File: src/rtl/bank_prefetcher_if.sv
// bank_prefetcher_if: CPU command/response handshake bundle for bank_prefetcher
interface bank_prefetcher_if;
  logic        cmd_valid;
  logic        cmd_ready;
  logic [9:0]  cmd_payload_function_id;
  logic [31:0] cmd_payload_inputs_0;
  logic [31:0] cmd_payload_inputs_1;
  logic        rsp_valid;
  logic        rsp_ready;
  logic [31:0] rsp_payload_outputs_0;
  modport master (
    output cmd_valid, cmd_payload_function_id, cmd_payload_inputs_0, cmd_payload_inputs_1, rsp_ready,
    input  cmd_ready, rsp_valid, rsp_payload_outputs_0
  );
  modport slave (
    input  cmd_valid, cmd_payload_function_id, cmd_payload_inputs_0, cmd_payload_inputs_1, rsp_ready,
    output cmd_ready, rsp_valid, rsp_payload_outputs_0
  );
endinterface

File: src/rtl/bank_prefetcher.sv
// bank_prefetcher: streams words from four interleaved banks into a FIFO for CPU POPs; STATUS op gated by BANK_PREFETCHER_STATUS_EN
module bank_prefetcher #(
  parameter int FIFO_DEPTH = 4,
  parameter int ADDR_W     = 14
) (
  input  logic              clk,
  input  logic              reset,
  bank_prefetcher_if.slave  bus,
  output logic [ADDR_W-1:0] port0_addr,
  output logic [ADDR_W-1:0] port1_addr,
  output logic [ADDR_W-1:0] port2_addr,
  output logic [ADDR_W-1:0] port3_addr,
  output logic              port0_ren,
  output logic              port1_ren,
  output logic              port2_ren,
  output logic              port3_ren,
  input  logic [31:0]       port0_din,
  input  logic [31:0]       port1_din,
  input  logic [31:0]       port2_din,
  input  logic [31:0]       port3_din
);
  localparam int PW = FIFO_DEPTH > 1 ? $clog2(FIFO_DEPTH) : 1;
  typedef enum logic {IDLE, STREAM} state_t;
  state_t            state;
  logic [15:0]       idx, rem;
  logic              inflight;
  logic [1:0]        ibank;
  logic [31:0]       fifo [FIFO_DEPTH];
  logic [PW-1:0]     head, tail;
  logic [3:0]        level;
  logic              rsp_valid;
  logic [31:0]       rsp_data;
  logic [31:0]       din [4];
  logic [2:0]        op;
  logic              issue, pop_stall, accept, start_acc, pop_acc, bypass, pop_fifo, push;
  logic [3:0]        ren;
  logic [ADDR_W-1:0] row;
  logic [31:0]       pop_data, status, rsp_val;
  logic              unused;
  assign din[0] = port0_din;
  assign din[1] = port1_din;
  assign din[2] = port2_din;
  assign din[3] = port3_din;
  assign op = bus.cmd_payload_function_id[2:0];
  assign unused = ^{bus.cmd_payload_function_id[9:3], bus.cmd_payload_inputs_0[31:16], bus.cmd_payload_inputs_1[31:16]};
  assign issue = state == STREAM && level + 4'(inflight) < 4'(FIFO_DEPTH);
  assign pop_stall = op == 3'd1 && level == 4'd0 && !inflight && rem != 16'd0;
  assign bus.cmd_ready = !rsp_valid && !pop_stall;
  assign accept = bus.cmd_valid && bus.cmd_ready;
  assign start_acc = accept && op == 3'd0;
  assign pop_acc = accept && op == 3'd1;
  assign bypass = pop_acc && level == 4'd0 && inflight;
  assign pop_fifo = pop_acc && level != 4'd0;
  assign push = inflight && !bypass && !start_acc;
  assign row = ADDR_W'(idx[15:2]);
  assign ren = issue ? 4'b0001 << idx[1:0] : 4'b0000;
  assign {port3_ren, port2_ren, port1_ren, port0_ren} = ren;
  assign port0_addr = ren[0] ? row : '0;
  assign port1_addr = ren[1] ? row : '0;
  assign port2_addr = ren[2] ? row : '0;
  assign port3_addr = ren[3] ? row : '0;
  assign pop_data = level != 4'd0 ? fifo[head] : inflight ? din[ibank] : '0;
`ifdef BANK_PREFETCHER_STATUS_EN
  logic [15:0] rem_total;
  assign rem_total = rem + 16'(inflight) + 16'(level);
  assign status = {rem_total, 12'b0, level};
`else
  assign status = '0;
`endif
  assign rsp_val = op == 3'd1 ? pop_data : op == 3'd2 ? status : '0;
  assign bus.rsp_valid = rsp_valid;
  assign bus.rsp_payload_outputs_0 = rsp_data;
  always_ff @(posedge clk)
    if (push) fifo[tail] <= din[ibank];
  always_ff @(posedge clk)
    if (reset) begin
      state <= IDLE;
      idx <= '0;
      rem <= '0;
      inflight <= 1'b0;
      ibank <= '0;
      head <= '0;
      tail <= '0;
      level <= '0;
      rsp_valid <= 1'b0;
      rsp_data <= '0;
    end else begin
      inflight <= issue;
      ibank <= idx[1:0];
      if (issue) begin
        idx <= idx + 16'd1;
        rem <= rem - 16'd1;
        if (rem == 16'd1) state <= IDLE;
      end
      if (push) tail <= tail + 1'b1;
      if (pop_fifo) head <= head + 1'b1;
      level <= level + 4'(push) - 4'(pop_fifo);
      if (start_acc) begin
        idx <= bus.cmd_payload_inputs_0[15:0];
        rem <= bus.cmd_payload_inputs_1[15:0];
        state <= bus.cmd_payload_inputs_1[15:0] != 16'd0 ? STREAM : IDLE;
        inflight <= 1'b0;
        head <= '0;
        tail <= '0;
        level <= '0;
      end
      if (accept) begin
        rsp_valid <= 1'b1;
        rsp_data <= rsp_val;
      end else if (bus.rsp_ready) rsp_valid <= 1'b0;
    end
endmodule

File: src/flat_wrapper.sv
// flat-port wrapper written by rule: the top's interface ports become plain ports
module bank_prefetcher_flat 
#(
  parameter int FIFO_DEPTH = 4,
  parameter int ADDR_W     = 14
)
  (clk, reset, port0_addr, port1_addr, port2_addr, port3_addr, port0_ren, port1_ren, port2_ren, port3_ren, port0_din, port1_din, port2_din, port3_din, bus_cmd_valid, bus_cmd_payload_function_id, bus_cmd_payload_inputs_0, bus_cmd_payload_inputs_1, bus_rsp_ready, bus_cmd_ready, bus_rsp_valid, bus_rsp_payload_outputs_0);
  bank_prefetcher_if bus_i ();
  input  logic clk;
  input  logic reset;
  output logic [ADDR_W-1:0] port0_addr;
  output logic [ADDR_W-1:0] port1_addr;
  output logic [ADDR_W-1:0] port2_addr;
  output logic [ADDR_W-1:0] port3_addr;
  output logic port0_ren;
  output logic port1_ren;
  output logic port2_ren;
  output logic port3_ren;
  input  logic [31:0] port0_din;
  input  logic [31:0] port1_din;
  input  logic [31:0] port2_din;
  input  logic [31:0] port3_din;
  input wire logic [$bits(bus_i.cmd_valid)-1:0] bus_cmd_valid;
  input wire logic [$bits(bus_i.cmd_payload_function_id)-1:0] bus_cmd_payload_function_id;
  input wire logic [$bits(bus_i.cmd_payload_inputs_0)-1:0] bus_cmd_payload_inputs_0;
  input wire logic [$bits(bus_i.cmd_payload_inputs_1)-1:0] bus_cmd_payload_inputs_1;
  input wire logic [$bits(bus_i.rsp_ready)-1:0] bus_rsp_ready;
  output wire logic [$bits(bus_i.cmd_ready)-1:0] bus_cmd_ready;
  output wire logic [$bits(bus_i.rsp_valid)-1:0] bus_rsp_valid;
  output wire logic [$bits(bus_i.rsp_payload_outputs_0)-1:0] bus_rsp_payload_outputs_0;
  assign bus_i.cmd_valid = bus_cmd_valid;
  assign bus_i.cmd_payload_function_id = bus_cmd_payload_function_id;
  assign bus_i.cmd_payload_inputs_0 = bus_cmd_payload_inputs_0;
  assign bus_i.cmd_payload_inputs_1 = bus_cmd_payload_inputs_1;
  assign bus_i.rsp_ready = bus_rsp_ready;
  assign bus_cmd_ready = bus_i.cmd_ready;
  assign bus_rsp_valid = bus_i.rsp_valid;
  assign bus_rsp_payload_outputs_0 = bus_i.rsp_payload_outputs_0;
  bank_prefetcher #(.FIFO_DEPTH(FIFO_DEPTH), .ADDR_W(ADDR_W)) u_core (.clk(clk), .reset(reset), .bus(bus_i), .port0_addr(port0_addr), .port1_addr(port1_addr), .port2_addr(port2_addr), .port3_addr(port3_addr), .port0_ren(port0_ren), .port1_ren(port1_ren), .port2_ren(port2_ren), .port3_ren(port3_ren), .port0_din(port0_din), .port1_din(port1_din), .port2_din(port2_din), .port3_din(port3_din));
endmodule
File: config.mk
export PLATFORM = sky130hd
export DESIGN_NAME = bank_prefetcher_flat
export DESIGN_NICKNAME = d
export VERILOG_FILES = /design/src/rtl/bank_prefetcher_if.sv /design/src/rtl/bank_prefetcher.sv /design/src/flat_wrapper.sv
export SDC_FILE = /design/constraint.sdc
export NUM_CORES = 1
export LEC_CHECK = 0
export CAP_MARGIN = 30
export CORE_MARGIN = 2
export CORE_UTILIZATION = 43
export CTS_BUF_LIST = sky130_fd_sc_hd__clkbuf_16
export DETAILED_ROUTE_END_ITERATION = 8
export GPL_ROUTABILITY_DRIVEN = 0
export PLACE_DENSITY = 0.73
export SKIP_LAST_GASP = 1
export SLEW_MARGIN = 10
export SYNTH_ARGS = -nofsm -noshare
export SYNTH_HDL_FRONTEND = slang
export SYNTH_SLANG_ARGS = --single-unit
File: constraint.sdc
create_clock -name clk -period 2.69 [get_ports clk]
set_clock_uncertainty 0.2 [all_clocks]
set_input_delay 0.538 -clock clk [delete_from_list [all_inputs] [get_ports clk]]
set_output_delay 0.538 -clock clk [all_outputs]
set_load 0.005 [all_outputs]
# [Word level (Yosys, flattened, before mapping)]
# Memory sizes are Yosys's and may differ from the RTL's. A register that Yosys moved wholly into a read port is not among the register bits.
# Cells that the tools add are included.
[totals] output_inout_bits=94 ram_bits=128 latch_bits=0 n_memories=1 register_bits=77 in_bits=206 rom_bits=0 wordCells=77
[classes] n_reduce_logical=28 eq_ne=2 mux=25 n_bitwise=1 mul=0 n_addsub=7 magnitude_cmp=2 shift=1 n_div=0
[mem_list] name="u_core.fifo" words=4 width=32 rd=1 rd_clocked_by_memory_dff=1 write_ports=1 line="bank_prefetcher.sv:28" rtl="logic [31:0] fifo [FIFO_DEPTH];"
[op_table] cell="two-way mux 32 bit" n=5
[op_table] cell="binary-select mux 32 bit (select 2 bit)" n=1
[op_table] cell="two-way mux 16 bit" n=4
[op_table] cell="two-way mux 14 bit" n=4
[op_table] cell="nonzero test 16 bit" n=2
[op_table] cell="adder 16 x 1 -> 16 bit, second input constant" n=1
[op_table] cell="equality test 16 x 1 -> 1 bit, second input constant" n=1
[op_table] cell="subtractor 16 x 1 -> 16 bit, second input constant" n=1
[op_table] cell="logical AND 1 bit" n=13
[op_table] cell="adder 4 x 1 -> 4 bit" n=2
[op_table] cell="two-way mux 1 bit" n=8
[op_table] cell="nonzero test 2 bit" n=3
[op_table] cell="logical NOT 1 bit" n=5
[op_table] cell="adder 2 x 1 -> 2 bit, second input constant" n=2
[op_table] cell="logical NOT 4 bit" n=1
[op_table] cell="< comparator 4 x 3 -> 1 bit, second input constant" n=1
[op_table] cell="two-way mux 2 bit" n=2
[op_table] cell="two-way mux 4 bit" n=1
[op_table] cell="nonzero test 4 bit" n=1
[op_table] cell="<< shifter 1 x 2 -> 4 bit, first input constant" n=1
[op_table] cell="subtractor 4 x 1 -> 4 bit" n=1
[op_table] cell="equality test 3 x 1 -> 1 bit, second input constant" n=1
[op_table] cell="greater-or-equal comparator 3 bit, second input constant" n=1
[op_table] cell="logical NOT 3 bit" n=1
[op_table] cell="3 further kinds" n=3

# [Depth between registers and ports, before layout]
# Gate-level depths: netlist (run 1).
[logic_depth] depth_word=15 mapped_depth=11 mapped_depth_nobuf=11

# [Worst setup path after synthesis (run 1)]
# OpenSTA, ideal clock, no wires.
[synth_timing] path_type="input port to flip-flop" from="in bus_cmd_payload_function_id[1]" to="reg u_core.level[2]" path_buffers=0 arrival_ns=2.516 setup_slack_ns=-0.151 setup_ns=0.126 cell_stages=9 t_required_ns=2.364 path_cell_list="or4b_1 nor3_1 ha_1 inv_1 ha_1 inv_1 fa_1 xor2_1 nor2_1"
[synth_between] word_cells_on_any_way=20 classes_between="2 x add/sub; 1 x eq/ne; 17 x reduce/logical"
[synth_lines] item="start: declaration" line="flat_wrapper.sv:24" rtl="input wire logic [$bits(bus_i.cmd_payload_function_id)-1:0] bus_cmd_payload_function_id;"
[synth_lines] item="equality test 3 x 1 -> 1 bit *" line="bank_prefetcher.sv:47, bank_prefetcher.sv:51"
[synth_lines] item="logical AND 1 bit (3 in series)" line="bank_prefetcher.sv:47" rtl="assign pop_stall = op == 3'd1 && level == 4'd0 && !inflight && rem != 16'd0;"
[synth_lines] item="logical NOT 1 bit" line="bank_prefetcher.sv:48" rtl="assign bus.cmd_ready = !rsp_valid && !pop_stall;"
[synth_lines] item="logical AND 1 bit" line="bank_prefetcher.sv:48"
[synth_lines] item="logical AND 1 bit" line="bank_prefetcher.sv:49" rtl="assign accept = bus.cmd_valid && bus.cmd_ready;"
[synth_lines] item="logical AND 1 bit *" line="bank_prefetcher.sv:51" rtl="assign pop_acc = accept && op == 3'd1;"
[synth_lines] item="logical AND 1 bit *" line="bank_prefetcher.sv:53" rtl="assign pop_fifo = pop_acc && level != 4'd0;"
[synth_lines] item="named net u_core.pop_fifo" line="bank_prefetcher.sv:35" rtl="logic issue, pop_stall, accept, start_acc, pop_acc, bypass, pop_fifo, push;"
[synth_lines] item="subtractor 4 x 1 -> 4 bit *" line="bank_prefetcher.sv:97" rtl="level <= level + 4'(push) - 4'(pop_fifo);"
[synth_lines] item="end signal: assignment" line="bank_prefetcher.sv:97"
[synth_lines] item="end: declaration" line="bank_prefetcher.sv:30" rtl="logic [3:0] level;"
# Mark *: on every way through the listed nets, which the timed path passes. The rest lies on a longest branch.
# A chain may end at the register's enable or synchronous reset.

# [Worst setup path in the final report (run 1)]
[layout_timing] from="reg u_core.level[1]" to="out port0_addr[7]"
[layout_between] elab_chain_cells=5
[layout_rtl] item="adder 4 x 1 -> 4 bit" line="bank_prefetcher.sv:46" rtl="assign issue = state == STREAM && level + 4'(inflight) < 4'(FIFO_DEPTH);"
[layout_rtl] item="< comparator 4 x 3 -> 1 bit" line="bank_prefetcher.sv:46"
[layout_rtl] item="logical AND 1 bit" line="bank_prefetcher.sv:46"
[layout_rtl] item="two-way mux 4 bit" line="bank_prefetcher.sv:56" rtl="assign ren = issue ? 4'b0001 << idx[1:0] : 4'b0000;"
[layout_rtl] item="two-way mux 14 bit" line="bank_prefetcher.sv:58" rtl="assign port0_addr = ren[0] ? row : '0;"
[layout_rtl] item="end: declaration" line="flat_wrapper.sv:11" rtl="output logic [ADDR_W-1:0] port0_addr;"
# Every way passes these cells.

==> run metrics, run 1 <==
leakage 5.06 nW; vias in the first global route 7916; nets 1280; Top-Level Pins 300; Worst Setup Path Type flip-flop to output port; total of max-cap violations 0; flops & latches, synth 207; Fmax 323 MHz; mean post-synth cell area 13.5 µm²; Synth Area in Simple Gates 0.0995; Root Buffer clkbuf_16; Synth Area in XOR/XNOR 0.0290; setup ws final -0.403 ns; Post-Route WL 28.5 mm; # rows 55; I/O Buffers 260; drt drc 0; number of buffers created by CTS 22; Final period util 1.15; die area 0.0244 mm²; sequential fraction of the synthesis area 0.544; post-route total power 7.55 mW; Final Setup Violations 60; kind of end point of the critical path output port; layout cells sized above 1 0.327; PwrDens 506 mW/mm²; WL per Instance 21.0 µm; Design Area, Final 0.0149 mm²; Sink Count 207; Area Overhead vs Synth 49.4%; Synth Warn # 0; DP Area 0.0133 mm²; HPWL after DPL 18.1 mm; Initial Utilization 0.439; Distinct cells, synth 55; Pins Over Slew Limit 0; vias per cell 5.73; Worst Max-Slew Pin Slew 0.622 ns; Rel. slew slack 0.586; setup TNS -18.35 ns; first-pass GRT wire length 42.5 mm; final hold slack 0.257 ns; Non-Filler Instances 1358; antenna cells 0; Hold Fails Final Rpt 0; maximum VDD drop 0.000374 V; top_reg_cell synth edfxtp_1; placed insts 1283; GRT Total Usage 0.220; Startpoint Class flip-flop; status finished with violations; Congestion Overflow GR 0; commonest non-fill, non-tap cell in the layout clkdlybuf4s50_1; Die H 156 µm; mux contribution to synthesized area 0.147; RSZ-0062 raised after global routing true; crit path DAT 2.35 ns; Post-synth EDFFs 128; fillers 1593; chip width 156 µm; min Tclk post-route 3.09 ns; CTS tree done; Post-Syn Area 0.00997 mm²; worst hold path depth 2; largest net degree at the start of global routing 56; Syn Inst Count 738; Adder-Cell Fraction of Synth Area 0.0221; clock latency on the worst-skew pair 0.51 ns; Worst Reg-to-Reg Cells 9; Routed Antenna Nets 0; Worst EP required 1.95 ns; main combinational cell family by area after synthesis multiplexers; antenna violations before repair 0; Mapped Nets 961; Post-synth ARST share 0; Vias 7786; Core Area 0.0227 mm²; drt pass-1 iters 5; most frequent cells in the layout clkdlybuf4s50_1 (197), edfxtp_1 (128), dfxtp_1 (72), buf_6 (66), mux4_2 (64); failing checks negative setup slack; hold crit path type primary input to flip-flop; CTS H-tree lvls 1; post-synthesis compound-gate area fraction 0.115; clock buffer depth 3; initial DRC count 450; CTS clk-pin slew, worst paths 0.06 ns; Max Fanout on Critical Path 5
-- worst max-delay path, cell delays in order, from the launching register on --
cell and delay (ns):
dfxtp_4 0.36, ha_4 0.16, and4bb_1 0.21, a32oi_4 0.29, a21oi_4 0.11, buf_12 0.14
buf_12 0.14, clkbuf_16 0.15, and3_4 0.17, buf_2 0.12
-- kinds of logic after synthesis --
| logic type | count (synthesis) |
|---|---|
| DFF | 207 |
| buffers and inverters | 109 |
| AOI/OAI and AO/OA | 133 |
| muxes | 66 |
| adders and majority gates | 17 |
| and+or+nand+nor | 173 |
| xor gates and xnor gates | 33 |
-- layer usage --
layer	up-vias	track usage	wire [µm]
met2	285	0.395	14800
li1	3542	-	-
met4	0	0.0633	705
met5	-	0	0
met1	3909	0.278	11300
met3	50	0.0299	1630
-- final timing paths --
path / startpoint / to / slack [ns]
worst max-delay path: u_core.level[1] / port0_addr[7] / -0.40
worst min-delay path: reset / u_core.ibank[1] / 0.26
worst max register to register: u_core.level[1] / u_core.idx[13] / 0.10
worst min register to register: u_core.bus.rsp_payload_outputs_0[10] / u_core.bus.rsp_payload_outputs_0[10] / 0.27
-- cell type report --
class	instances	area [µm²]	share of cell area
multi-input combinational	422	4490	0.301
sequential	207	5440	0.365
timing repair buffer	354	3710	0.249
clock inverter	18	164	0.0110
inverter	50	188	0.0126
tap	285	357	0.0239
clock buffer	22	551	0.0369
-- per-stage QoR --
stage | setup slack [ns] | utilization
after floorplan | 0.00362 | -
final | -0.403 | 0.656
after global placement | -0.417 | 0.588
after CTS | -0.416 | 0.631
after detailed placement | -0.459 | 0.588
after global routing | -0.458 | 0.656
-- where the power goes --
part / internal (mW) / switching (mW)
combinational: 0.574 / 0.501
sequential: 3.43 / 0.0532
clock: 1.78 / 1.21
total: 5.78 / 1.77
-- synthesized netlist by cell type, types with 2 or more instances --
| library cell | instances | area share |
|---|---|---|
| nand3_1 | 7 | 0.0035 |
| nand2_1 | 8 | 0.0030 |
| dfxtp_1 | 79 | 0.16 |
| buf_1 | 4 | 0.0015 |
| a2111oi_2 | 12 | 0.018 |
| a2111oi_1 | 3 | 0.0030 |
| nand4_1 | 5 | 0.0031 |
| or3_1 | 5 | 0.0031 |
| xor2_1 | 2 | 0.0018 |
| and3_1 | 43 | 0.027 |
| and2_1 | 25 | 0.016 |
| and4_1 | 5 | 0.0044 |
| edfxtp_1 | 128 | 0.39 |
| ha_1 | 16 | 0.020 |
| or2_1 | 2 | 0.0013 |
| clkbuf_1 | 41 | 0.015 |
| a211oi_1 | 36 | 0.027 |
| buf_2 | 12 | 0.0060 |
| nand2b_1 | 3 | 0.0019 |
| a22oi_1 | 32 | 0.024 |
| nor2_1 | 47 | 0.018 |
| nor3_1 | 3 | 0.0015 |
| mux4_2 | 64 | 0.14 |
| a21oi_1 | 6 | 0.0030 |
| nor2b_1 | 2 | 0.0013 |
| mux2i_1 | 2 | 0.0020 |
| o32ai_1 | 32 | 0.028 |
| xnor2_1 | 31 | 0.027 |
| nor4_1 | 8 | 0.0050 |
| inv_1 | 50 | 0.019 |
-- registers in the layout, summed over array words and instances, names as in the netlist, 2 cells and up, named ones only --
name / count
u_core.head: 2
u_core.fifo: 128
u_core.level: 4
u_core.tail: 2
u_core.rem: 16
u_core.bus.rsp_payload_outputs_0: 32
u_core.ibank: 2
u_core.idx: 16
-- timing repair --
item,in CTS,in global routing
resized for setup,274,132
hold buffers,0,0
pin swaps,12,15
buffers inserted,23,9
cloned,5,3
setup endpoints to repair,94,64
Note: power is estimated with default switching activity, not from simulation.
==> run 2: changes to the inputs <==
- CORE_UTILIZATION: 43 -> 51
- PLACE_DENSITY: 0.73 -> 0.82
- clock period: 2.69 -> 3.6 ns (I/O delays scaled with it)
==> run 2 against run 1 <==
Against the previous run:
- the flow now finishes without violations
- hold slack gained 0.018 ns
- critical path depth shrank 1
- core utilization grew 5.5 points
- sequential power shrank 25%
- total power shrank 29%
- largest power group unchanged
- critical path type unchanged
- routed wire length shrank 7.5%
- via count shrank 4.5%
- sequential share of layout area grew 3.0 points
- register-to-register slack gained 0.78 ns
- die area shrank 15%
- worst setup slack gained 0.45 ns
- sequential cell count is the same
==> run metrics, run 2 (synthesis results as in run 1) <==
status finished clean; Top-Level Pins 300 (unchanged); DP Area 0.0129 mm² (-3.4%); min Tclk post-route 3.55 ns; CTS H-tree lvls 1 (unchanged); Fmax 282 MHz; met2 usage 0.443 (+0.0472); commonest non-fill, non-tap cell in the layout clkdlybuf4s50_1; Die H 144 µm (-8.0%); Worst EP required 2.68 ns (+0.73 ns); Post-Route WL 26.4 mm (-7.5%); placed insts 1226 (-4.4%); largest net degree at the start of global routing 43 (-23%); nets 1220 (-4.7%); I/O Buffers 260 (unchanged); dpl ws 0.125 ns (+0.583 ns); chip width 144 µm (-8.0%); total of max-cap violations 0 (unchanged); Initial Utilization 0.516 (+0.0767); Slowest-stage cell, CP clkdlybuf4s50_1; fillers 1311 (-18%); Worst Setup Path Type flip-flop to output port; crit path DAT 2.63 ns (+0.28 ns); maximum VDD drop 0.000328 V (-13%); clock buffer depth 3 (unchanged); worst hold path depth 2 (unchanged); RSZ-0062 raised after global routing true; Final Setup Violations 0 (-100%); vias per cell 5.82 (+1.4%); Congestion Overflow GR 0 (unchanged); layout cells sized above 1 0.157 (-0.170); drt pass-1 iters 5 (unchanged); P_sw 1.26 mW (-29%); CTS tree done; antenna violations before repair 0 (unchanged); setup slack, reg-to-reg 0.88 ns (+0.78 ns); antenna cells 0 (unchanged); CTS clk-pin slew, worst paths 0.06 ns (about the same); Max Fanout on Critical Path 12 (+7); hold crit path type flip-flop to flip-flop; kind of end point of the critical path output port; Startpoint Class flip-flop; multi-input logic area 0.00416 mm² (-7.4%); Vias 7433 (-4.5%); vias in the first global route 7482 (-5.5%); Core Area 0.0193 mm² (-15%); GRT Total Usage 0.254 (+0.0337); Sink Count 207 (unchanged); hold path start u_core.bus.rsp_payload_outputs_0[0]; WL per Instance 20.6 µm (-1.7%); leakage 4.66 nW (-7.9%); Critical Path Start u_core.level[1]; most frequent cells in the layout clkdlybuf4s50_1 (252), edfxtp_1 (128), dfxtp_1 (73), mux4_2 (64), inv_1 (56); Design Area, Final 0.0138 mm² (-7.7%); die area 0.0207 mm² (-15%); Final period util 0.986; Hold EP u_core.bus.rsp_payload_outputs_0[0]; Hold Fails Final Rpt 0 (unchanged); CP peak stage delay 0.53 ns (+0.17 ns); Area Overhead vs Synth 37.9%; met1 GRT Util 0.335 (+0.0571); Clk pwr share 0.384 (-0.012); Sw Ratio 0.234 (about the same); max FFs per register 128 (unchanged); Util after Layout 0.711 (+0.0550); Non-Filler Instances 1278 (-5.9%); Worst Max-Slew Pin Slew 0.943 ns (+0.322 ns); FF-to-FF End u_core.level[2]; Gate power share 0.131 (-0.011); Worst Reg-to-Reg Cells 9 (unchanged); drt drc 0 (unchanged); PwrDens 391 mW/mm² (-23%); FF+latch area 0.00544 mm² (about the same); setup ws final 0.0487 ns (+0.452 ns); met3 usage 0.0407 (+0.0107); Root Buffer clkbuf_16; clock latency on the worst-skew pair 0.50 ns (about the same); Pins Over Slew Limit 0 (unchanged); Rel. slew slack 0.371 (-0.214); Biggest register u_core.fifo; HPWL after DPL 17.1 mm (-5.7%); # rows 51 (-7.3%); initial DRC count 450 (unchanged); Seq pwr share 0.485 (+0.024); Routed Antenna Nets 0 (unchanged); number of buffers created by CTS 22 (unchanged); gr busiest metal met2; first-pass GRT wire length 40.7 mm (-4.3%); Pint 4.11 mW (-29%); critical path, cell by cell ha_4, o211ai_1, nand3_2, a21oi_4, buf_4, buf_12, and3_1, clkdlybuf4s50_1; RR Startpoint u_core.bus.rsp_valid
## run 2: final cells by class
class | count | share of cell area
sequential | 207 | 0.395
multi-input combinational | 422 | 0.303
timing repair buffer | 294 | 0.216
clock buffer | 22 | 0.0400
tap | 265 | 0.0241
inverter | 50 | 0.0136
clock inverter | 18 | 0.00801
## run 2: worst max-delay path by stage
| stage | slack, ns | end | cells past startpoint |
|---|---|---|---|
| after global routing | -0.05 | port0_addr[2] | 8 |
| final | 0.05 | port0_addr[2] | 8 |
| after CTS | 0.003 | port0_addr[13] | 7 |
| after detailed placement | 0.12 | u_core.level[2] | 10 |
| after floorplan | 0.58 | u_core.level[2] | 9 |
| after global placement | 0.16 | u_core.level[2] | 10 |
## run 2: worst max-delay path, delay by kind of cell, from the launching register on
kind / cells / cell delay, ns
flops: 1 / 0.37
fa+ha+maj: 1 / 0.17
buf+inv: 3 / 0.81
simple gates: 2 / 0.33
compound gates: 2 / 0.45
## run 2: power by group through the flow
stage               logic, mW  clock network [mW]  registers [mW]
floorplan               0.362                   0            2.64
global placement        0.649                   0            2.66
detailed placement      0.674                   0            2.66
CTS                     0.697                2.09            2.61
global route            0.759                2.19            2.61
finish                  0.704                2.06            2.61
## run 2: stage by stage
stage / power (mW) / hold WS (ns) / setup TNS [ns]
final: 5.37 / 0.275 / 0
after CTS: 5.39 / 0.280 / 0
after floorplan: 3.00 / 0.271 / 0
after global routing: 5.56 / 0.304 / -1.21
after detailed placement: 3.33 / 0.264 / 0
after global placement: 3.31 / 0.262 / 0
## run 2: timing repair
action | 4_1_cts | 5_1_grt
gates resized for setup | 11 | 10
cloned | 3 | 0
hold buffers | 0 | 0
pin swaps | 3 | 2
setup endpoints to repair | 60 | 59
setup buffers | 5 | 4
## run 2: routing by layer
| layer | share of wire | routed length, µm | vias to the layer above |
|---|---|---|---|
| li1 | - | - | 3420 |
| met1 | 0.41 | 10800 | 3729 |
| met2 | 0.52 | 13800 | 257 |
| met3 | 0.052 | 1390 | 27 |
| met4 | 0.013 | 344 | 0 |
| met5 | 0 | 0 | - |
==> run 3: changes to the inputs <==
- CORE_UTILIZATION: 51 -> 43
- PLACE_DENSITY: 0.82 -> 0.73
- clock period: 3.6 -> 2.9 ns (I/O delays scaled with it)
==> run 3 against run 2 <==
Against the previous run:
- the run now ends with negative setup slack left
- sequential cell count did not move
- critical path depth rose by 2
- first-iteration DRC count fell by 13%
- sequential share of layout area decreased by 2.3 points
- worst setup slack got worse by 0.29 ns
- critical path type unchanged
==> run metrics, run 3 (synthesis results as in run 1) <==
drt drc 0 (unchanged); status finished with violations; min Tclk post-route 3.14 ns; Non-Filler Instances 1345 (+5.2%); Final Setup Violations 60 (+60); max FFs per register 128 (unchanged); kind of end point of the critical path output port; CTS H-tree lvls 1 (unchanged); critical path, cell by cell ha_4, and4bb_1, a32oi_4, a21oi_4, buf_6, buf_6, buf_6, buf_6, and3_4, buf_6; most frequent CP cell buf_6; placed insts 1278 (+4.2%); Congestion Overflow GR 0 (unchanged); Sink Count 207 (unchanged); Worst EP required 2.12 ns (-0.56 ns); worst path bufs/invs 5 (+2); antenna cells 0 (unchanged); PwrDens 470 mW/mm² (+20%); Vias 7645 (+2.9%); Pins Over Slew Limit 0 (unchanged); Util after Layout 0.643 (-0.0682); Design Area, Final 0.0146 mm² (+6.2%); Top-Level Pins 300 (unchanged); DP Area 0.0132 mm² (+2.6%); HPWL after DPL 18.5 mm (+8.1%); post-route total power 6.87 mW (+28%); CTS clk-pin slew, worst paths 0.06 ns (about the same); initial DRC count 390 (-13%); crit path DAT 2.36 ns (-0.27 ns); vias per cell 5.68 (-2.3%); total of max-cap violations 0 (unchanged); Slowest-stage cell, CP dfxtp_4; WL per Instance 20.9 µm (+1.1%); setup ws final -0.243 ns (-0.291 ns); Root Buffer clkbuf_16; clock buffer depth 3 (unchanged); Die H 156 µm (+8.7%); leakage 4.94 nW (+6.0%); CTS tree done; commonest non-fill, non-tap cell in the layout clkdlybuf4s50_1; Area Overhead vs Synth 46.4%; fillers 1654 (+26%); RSZ-0062 raised after global routing true; Final period util 1.08; vias in the first global route 7903 (+5.6%); Initial Utilization 0.439 (-0.0767); Worst Setup Path Type flip-flop to output port; Fmax 318 MHz; Startpoint Class flip-flop; hold crit path type primary input to flip-flop; drt pass-1 iters 4 (-1); dpl ws -0.405 ns (-0.530 ns); GRT Total Usage 0.222 (-0.0316); clock latency on the worst-skew pair 0.50 ns (about the same); setup TNS -9.45 ns (-9.45 ns); Hold Fails Final Rpt 0 (unchanged); final hold slack 0.235 ns (-0.0402 ns); Worst Max-Slew Pin Slew 0.681 ns (-0.262 ns); Rel. slew slack 0.546 (+0.175); # rows 55 (+7.8%); Biggest register u_core.fifo; chip width 156 µm (+8.7%); CP peak stage delay 0.35 ns (-0.18 ns); Core Area 0.0227 mm² (+17%); most frequent cells in the layout clkdlybuf4s50_1 (198), edfxtp_1 (128), dfxtp_1 (73), mux4_2 (64), inv_1 (59); maximum VDD drop 0.000329 V (+0.30%); antenna violations before repair 0 (unchanged); number of buffers created by CTS 22 (unchanged); first-pass GRT wire length 42.6 mm (+4.8%); Worst path top cell family by delay buffers and inverters; failing checks negative setup slack; Routed Antenna Nets 0 (unchanged); Post-Route WL 28.1 mm (+6.4%); largest net degree at the start of global routing 38 (-12%); I/O Buffers 260 (unchanged); nets 1267 (+3.9%); layout cells sized above 1 0.293 (+0.136); Max Fanout on Critical Path 4 (-8); die area 0.0244 mm² (+18%)
run 3: cell types whose count changed in the layout (fill, tap and decap cells not counted), moves of 4 or more:
cell	delta
and2_2	-4
and3_1	-42
and3_4	+42
buf_12	+11
buf_2	+12
buf_4	+27
buf_6	+51
clkdlybuf4s50_1	-54
clkinv_1	-5
dlymetal6s2s_1	-7
run 3: worst register-to-register path, stage by stage (launching register included):
cell     delay (ns)
dfxtp_4        0.35
inv_1          0.11
ha_1           0.18
nor3b_1        0.38
nor3_2         0.10
ha_1           0.30
inv_1          0.05
ha_1           0.15
inv_1          0.06
fa_1           0.39
xor2_1         0.16
nor2_1         0.05
run 3: worst paths after layout:
| path | endpoint | slack (ns) | startpoint | depth (start not counted) |
|---|---|---|---|---|
| worst max-delay path | port2_addr[13] | -0.24 | u_core.level[2] | 10 |
| worst min-delay path | u_core.rem[13] | 0.24 | reset | 2 |
| worst max register to register | u_core.level[2] | 0.28 | u_core.level[2] | 11 |
| worst min register to register | u_core.bus.rsp_payload_outputs_0[26] | 0.28 | u_core.bus.rsp_payload_outputs_0[26] | 2 |
run 3: cell type report:
type / count / area [µm²] / share of cell area
clock buffers: 24 / 601 / 0.0411
clock inverters: 16 / 91.3 / 0.00625
inverters: 50 / 188 / 0.0129
multi-input cells: 422 / 4420 / 0.303
flip-flops and latches: 207 / 5440 / 0.372
well taps: 285 / 357 / 0.0244
repair buffers: 341 / 3510 / 0.241
run 3: what timing repair did:
action | CTS | global route
endpoints found under the setup margin | 61 | 62
cloned | 6 | 1
hold buffers | 0 | 0
setup buffers | 14 | 6
resized for setup | 317 | 44
pin swaps | 7 | 2
run 3: power breakdown:
| part | internal, mW | switching [mW] | leakage (nW) |
|---|---|---|---|
| registers | 3.18 | 0.0532 | 1.79 |
| clock network | 1.57 | 1.09 | 0.377 |
| logic | 0.518 | 0.456 | 2.77 |
| total | 5.27 | 1.60 | 4.94 |
run 3: per-layer routing:
layer | track usage | routed length (µm) | vias to the layer above
met5 | 0 | 0 | -
met4 | 0.0603 | 626 | 0
met3 | 0.0302 | 1510 | 45
met2 | 0.389 | 14400 | 268
met1 | 0.291 | 11500 | 3819
li1 | - | - | 3513
